### config.mk
export PLATFORM = sky130hd
export DESIGN_NAME = sram_arbiter
export DESIGN_NICKNAME = d
export VERILOG_FILES = /design/src/rtl/fast9_mem_pkg.sv /design/src/rtl/sram_rd_valid_pipe.sv /design/src/rtl/sram_arbiter.sv
export SDC_FILE = /design/constraint.sdc
export NUM_CORES = 1
export LEC_CHECK = 0
export ABC_CLOCK_PERIOD_IN_PS = 1150
export BUFFER_PORTS_ARGS = -buffer_cell sky130_fd_sc_hd__buf_2
export CORE_UTILIZATION = 30
export DETAILED_ROUTE_END_ITERATION = 12
export PLACE_DENSITY_LB_ADDON = 0.2
export SKIP_CTS_REPAIR_TIMING = 1
export SLEW_MARGIN = 30
export SYNTH_ARGS = -nofsm -noshare
export SYNTH_HDL_FRONTEND = slang
export SYNTH_SLANG_ARGS = --single-unit
### constraint.sdc
create_clock -name clock -period 1.15 [get_ports clock]
set_input_delay 0.23 -clock clock [delete_from_list [all_inputs] [get_ports clock]]
set_output_delay 0.23 -clock clock [all_outputs]
set_load 0.05 [all_outputs]
### src/rtl/fast9_mem_pkg.sv
// fast9_mem_pkg: shared pixel SRAM geometry and requester ids for the FAST9 memory path
package fast9_mem_pkg;
  localparam int SRAM_ADDR_WIDTH = 15;
  localparam int SRAM_DATA_WIDTH = 8;
  localparam int FRAME_PIXELS = 21600;
  typedef enum logic {
    REQ_W = 1'b0,
    REQ_R = 1'b1
  } req_id_e;
endpackage

### src/rtl/sram_rd_valid_pipe.sv
// sram_rd_valid_pipe: LATENCY-deep valid shift register with synchronous clear
module sram_rd_valid_pipe #(
  parameter int LATENCY = 1
) (
  input  logic clock,
  input  logic i_clear,
  input  logic i_valid,
  output logic o_valid
);
  logic [LATENCY-1:0] r_sr;
  always_ff @(posedge clock) begin
    if (i_clear) r_sr <= '0;
    else begin
      r_sr[0] <= i_valid;
      for (int i = 1; i < LATENCY; i++) r_sr[i] <= r_sr[i-1];
    end
  end
  assign o_valid = r_sr[LATENCY-1];
endmodule

### src/rtl/sram_arbiter.sv
// sram_arbiter: round-robin write/read arbiter for the single-port pixel SRAM
module sram_arbiter
  import fast9_mem_pkg::*;
#(
  parameter int ADDR_WIDTH   = SRAM_ADDR_WIDTH,
  parameter int DATA_WIDTH   = SRAM_DATA_WIDTH,
  parameter int READ_LATENCY = 1
) (
  input  logic                  clock,
  input  logic                  reset,
  input  logic                  wr_req,
  input  logic [ADDR_WIDTH-1:0] wr_addr,
  input  logic [DATA_WIDTH-1:0] wr_data,
  output logic                  wr_gnt,
  input  logic                  rd_req,
  input  logic [ADDR_WIDTH-1:0] rd_addr,
  output logic                  rd_gnt,
  output logic                  rd_valid,
  output logic [DATA_WIDTH-1:0] rd_q,
  output logic [ADDR_WIDTH-1:0] sram_address,
  output logic [DATA_WIDTH-1:0] sram_data,
  output logic                  sram_wren,
  input  logic [DATA_WIDTH-1:0] sram_q
);
  req_id_e r_last;
  logic    w_pipe_valid;
  // on a tie the requester that did not win last time is served
  always_comb begin
    rd_gnt       = !reset && rd_req && (!wr_req || r_last == REQ_W);
    wr_gnt       = !reset && wr_req && !rd_gnt;
    sram_wren    = wr_gnt;
    sram_address = wr_gnt ? wr_addr : rd_gnt ? rd_addr : '0;
    sram_data    = wr_gnt ? wr_data : '0;
  end
  always_ff @(posedge clock) begin
    if (reset) r_last <= REQ_W;
    else if (wr_gnt || rd_gnt) r_last <= rd_gnt ? REQ_R : REQ_W;
  end
  sram_rd_valid_pipe #(.LATENCY(READ_LATENCY)) u_pipe (
    .clock   (clock),
    .i_clear (reset),
    .i_valid (rd_gnt),
    .o_valid (w_pipe_valid)
  );
  // the stage already in flight when reset rises must not leak out
  assign rd_valid = w_pipe_valid && !reset;
  assign rd_q     = sram_q;
endmodule

==> impl_metrics.yaml, run 1 <==
timing:
  rsz0062_at_grt: "true"
  relSlewSlack: 0.8413
  tightest_slew_ns: 0.2380
  layout_setup_ws_ns: -0.3865
  fmax_mhz: 650.8
  final.period_utilization: 1.336
  hold_violations: 0
  clock_skew_ns: 0.002238
  setup_tns_ns: -9.010
  setup_viol: 26
  period_minus_slack_ns: 1.536
  slew_violations: 0
outcome:
  status: "complete, but fails checks"
  violations: "setup timing"
critical_path:
  path_max_fanout: 6
  r2r-start: "r_last"
  endpoint: "sram_data[6]"
  start_kind: "register"
  timing.rr.end: "r_last"
  worst-endpoint-required_ns: 0.92
  path_cells: "nor2b_4 > buf_12 > buf_12 > nor3b_4 > buf_6"
  r2r.worst_path.cells: 3
  crit_path_max_incr_delay_ns: 0.36
  crit_start: "r_last"
  rrSetupSlack_ns: 0.24
  crit_path_end_kind: "output port"
  crit_slowest_cell: "dfxtp_4"
  worst_path_most_repeated_cell: "buf_12"
  crit_type: "reg2out"
  worstPathArrival_ns: 1.31
placement:
  gp_congestion: 0.6537
  port_buffers: 68
  place_ws_ns: -0.4122
  dpl.hpwl_mm: 1.694
min_path:
  hp-class: "in2reg"
  holdCritStartpoint: "wr_req"
synth:
  yosysTopAreaCell: "nand2b_1"
  ys_seq_area_frac: 0.05405
  ys_warn_count: 0
  synthCells: 84
  yosysTopAreaCellShare: 0.2618
  synth_top_cells_by_area: "nand2b_1, o32ai_2, nor3b_2"
  yosysUniqueCellTypes: 16
  async_flop_share: 0
  synth-main-ff-cell: "dfxtp_1"
  synth_edf_count: 0
  yosysMostFrequentCell: "nand2b_1"
  syn_area_sq_um: 740.7
  ys_ff_latch: 2
  synth_fp_nets: 134
  syn_avg_cell_area_sq_um: 8.818
  synthTopCellsByCount: "nand2b_1, buf_4, o32ai_2"
floorplanning:
  die_area_sq_mm: 0.002672
  die_w_um: 51.69
  io_pins: 85
  coreArea_sq_mm: 0.002276
  rows: 17
  initial_core_util: 0.3255
  die-height_um: 51.69
power_and_ir_drop:
  vdd_drop_max_mv: 0.5913
  powerDensity_mw_per_mm2: 632.8
  power_leakage_nw: 0.6915
cts:
  cts_root_buffer: "clkbuf_4"
  cts_tree: "done"
  clock_latency_ns: 0.23
  path_clk_slew_ns: 0.03
  clockBufferDepth: 2
  htree_levels: 1
  numCtsBuffers: 3
  clock_sinks: 2
drt:
  vias_per_cell: 4.753
  num_vias: 846
  drtIter0Drc: 3
  wirelength_mm: 2.441
  dr.pass1.iters: 4
  ant_nets: 0
  drc: 0
  routedWlPerCell_um: 13.71
layout:
  area_growth_pct: 127.2
  drive_gt1_frac: 0.7600
  n_antenna_cell: 0
  nets: 202
job:
  maxCapViolations: 0
global_route:
  first_global_vias: 772
  grt.total_usage: 0.1571
  grt-ovfl-total: 0
  grt_max_degree: 32
  grt_first_pass_wirelength_mm: 3.305
  antenna_found_initial: 0
## critical path, delay by kind of cell (launching register included)
| family | cells | cell delay (ns) |
|---|---|---|
| buf+inv | 3 | 0.47 |
| flops | 1 | 0.36 |
| simple gates | 2 | 0.25 |
## flip-flops by register name, summed over array words and instances (netlist names)
| name | cells |
|---|---|
| u_pipe.o_valid | 1 |
| r_last | 1 |
## cell usage in the layout (no fill, tap or decap), types with 2 or more instances in the layout
cell type  count
buf_4          6
nor2_4         2
o32ai_4       15
nand2b_1      31
clkbuf_4       3
nor3b_4        8
buf_12         8
buf_2         40
buf_6         26
## routing by layer
| layer | track usage | vias up | wire length (um) |
|---|---|---|---|
| met5 | 0 | - | 0 |
| met4 | 0.04054 | 0 | 16 |
| met3 | 0.01754 | 4 | 143 |
| met2 | 0.2922 | 39 | 1376 |
| met1 | 0.1882 | 380 | 904 |
| li1 | - | 423 | - |
## how the worst min path moves through the flow
stage | to | slack, ns | depth (start not counted)
detailed placement | rd_q[1] | 0.46 | 0
finish | r_last | 0.46 | 3
global placement | rd_q[1] | 0.46 | 0
CTS | r_last | 0.45 | 3
floorplan | r_last | 0.53 | 2
global route | rd_q[1] | 0.46 | 0
## kinds of logic (layout without fill, tap and decap cells)
| group | count (synthesis) | count (layout) | synth area share |
|---|---|---|---|
| DFF | 2 | 2 | 0.05406 |
| AOI/OAI and AO/OA | 17 | 17 | 0.3057 |
| buffers and inverters | 20 | 86 | 0.2010 |
| and+or+nand+nor | 45 | 45 | 0.4392 |
## final cells by class
| class | count | area, sq um |
|---|---|---|
| repair buffers | 82 | 738.2 |
| fillers | 154 | 593.1 |
| multi-input cells | 62 | 839.6 |
| well taps | 28 | 35.03 |
| clock buffers | 3 | 22.52 |
| inverters | 1 | 3.754 |
| flip-flops and latches | 2 | 43.79 |
## stage by stage
| stage | cells | power, mW | hold WS, ns | area (sq um) | utilization |
|---|---|---|---|---|---|
| 2_1_floorplan | 84 | 0.6929 | 0.5254 | 1040 | - |
| 3_3_place_gp | 173 | 0.7944 | 0.4606 | 1431 | 0.6289 |
| 3_5_place_dp | 173 | 0.8041 | 0.4606 | 1431 | 0.6289 |
| 4_1_cts | 176 | 0.9693 | 0.4527 | 1454 | 0.6388 |
| 5_1_grt | 178 | 1.108 | 0.4601 | 1683 | 0.7394 |
| 6_report | 178 | 1.065 | 0.4600 | 1683 | 0.7394 |
## where the power goes
part           total, mW  leakage, nW  switching, mW  internal (mW)
sequential        0.0782       0.0172        0.00403         0.0742
clock              0.158       0.0138         0.0430          0.115
combinational      0.828        0.661          0.444          0.384
Note: power is estimated with default switching activity, not from simulation.
==> run 2: changes to the inputs <==
Settings changed: CORE_UTILIZATION 30 to 31, CTS_BUF_LIST set to sky130_fd_sc_hd__clkbuf_8, PLACE_DENSITY set to 0.83, PLACE_DENSITY_LB_ADDON 0.2 to unset, RECOVER_POWER set to 25.
==> impl_metrics.yaml, run 2 (synthesized netlist as in run 1, its figures left out) <==
outcome:
  status: "complete, but fails checks"
  violations: "setup timing"
critical_path:
  crit_path_end_kind: "output port"
  crit_buf_inv: 3
  timing.rr.end: "r_last"
  path_cells: "nor2b_4 > buf_12 > clkbuf_16 > nor3b_4 > buf_6"
  crit_slowest_cell: "dfxtp_2"
  worstPathArrival_ns: 1.29
  crit_type: "reg2out"
  r2r.worst_path.cells: 3
  cpLargestDelayFamily: "buffers and inverters"
  crit_cells: 5
  rrSetupSlack_ns: 0.24
  r2r-start: "r_last"
  worst-endpoint-required_ns: 0.92
  start_kind: "register"
  crit_path_max_incr_delay_ns: 0.35
  path_max_fanout: 7
floorplanning:
  initial_core_util: 0.3317
  rows: 17
  die_w_um: 50.88
  die-height_um: 50.88
  coreArea_sq_mm: 0.002233
  io_pins: 85
  die_area_sq_mm: 0.002589
placement:
  gp_congestion: 0.6298
  dpl.hpwl_mm: 1.999
  place_ws_ns: -0.3550
  port_buffers: 68
global_route:
  grt_first_pass_wirelength_mm: 3.781
  grt.total_usage: 0.1944
  antenna_found_initial: 0
  grt-ovfl-total: 0
  first_global_vias: 851
  grt_max_degree: 24
power_and_ir_drop:
  vdd_drop_max_mv: 0.5841
  powerDensity_mw_per_mm2: 702.0
  power_mw: 1.162
  power_leakage_nw: 0.6816
cts:
  clockBufferDepth: 2
  numCtsBuffers: 3
  clock_latency_ns: 0.21
  cts_root_buffer: "clkbuf_8"
  cts_tree: "done"
  path_clk_slew_ns: 0.03
  htree_levels: 1
  clock_sinks: 2
timing:
  final.period_utilization: 1.323
  slew_violations: 0
  relSlewSlack: 0.8106
  clock_skew_ns: 0.0009614
  period_minus_slack_ns: 1.522
  layout_setup_ws_ns: -0.3719
  setup_viol: 26
  rsz0062_at_grt: "true"
  fmax_mhz: 657.1
  hold_violations: 0
  tightest_slew_ns: 0.2841
drt:
  ant_nets: 0
  dr.max_layer_used: "met4"
  drtIter0Drc: 9
  routedWlPerCell_um: 15.69
  wirelength_mm: 2.777
  num_vias: 870
  met3_length_um: 125
  wl_met1_um: 968
  dr.pass1.iters: 4
  vias_per_cell: 4.915
  wl_met2_mm: 1.651
  drc: 0
layout:
  n_antenna_cell: 0
  area_growth_pct: 123.5
  final_cell_mix: "buf_2, nand2b_1, buf_6"
  post-route-util: 0.7412
  drive_gt1_frac: 0.7584
  mostFrequentLayoutCell: "buf_2"
  nets: 201
job:
  maxCapViolations: 0
min_path:
  holdCritStartpoint: "reset"
  whs_path_depth: 3
  hold_end: "u_pipe.o_valid"
  hp-class: "in2reg"
-- run 2: changes by cell type in the layout (fill, tap and decap cells not counted), sizes merged --
cell  delta
buf      -1
-- run 2: stage by stage --
step | std cells | cell area (sq um) | setup TNS [ns] | hold slack, ns
global placement | 173 | 1419 | -7.190 | 0.4606
detailed placement | 173 | 1419 | -7.712 | 0.4606
global route | 177 | 1655 | -9.196 | 0.3882
CTS | 176 | 1460 | -11.01 | 0.3747
floorplan | 84 | 1040 | -5.751 | 0.5254
finish | 177 | 1655 | -8.424 | 0.3829
-- run 2: worst max path at each step --
| stage | start | end | slack (ns) |
|---|---|---|---|
| floorplan | r_last | sram_address[10] | -0.28 |
| global placement | reset | sram_address[12] | -0.32 |
| detailed placement | reset | sram_address[11] | -0.35 |
| CTS | r_last | sram_data[1] | -0.47 |
| global route | r_last | sram_data[3] | -0.40 |
| finish | r_last | sram_data[3] | -0.37 |
-- run 2: power breakdown --
group	internal, mW	switching (mW)	leakage (nW)
logic	0.364	0.448	0.643
clock network	0.221	0.0502	0.0216
registers	0.0753	0.00349	0.0169
-- run 2: final cells by class --
class	count	area [sq um]
Clock buffer	3	41.29
Fill cell	153	578.1
Inverter	1	3.754
Multi-Input combinational cell	62	833.3
Sequential cell	2	41.29
Tap cell	28	35.03
Timing Repair Buffer	81	700.7
-- run 2: metal layers --
layer / vias up / global-route usage
met5: - / 0
met4: 0 / 0.06944
met3: 6 / 0.02679
met2: 28 / 0.3867
met1: 414 / 0.2032
li1: 422 / -
-- run 2: worst register-to-register path, stage by stage (launching register included) --
cell and delay (ns):
dfxtp_2 0.33, nor2b_4 0.17, buf_12 0.20, o21ba_1 0.15
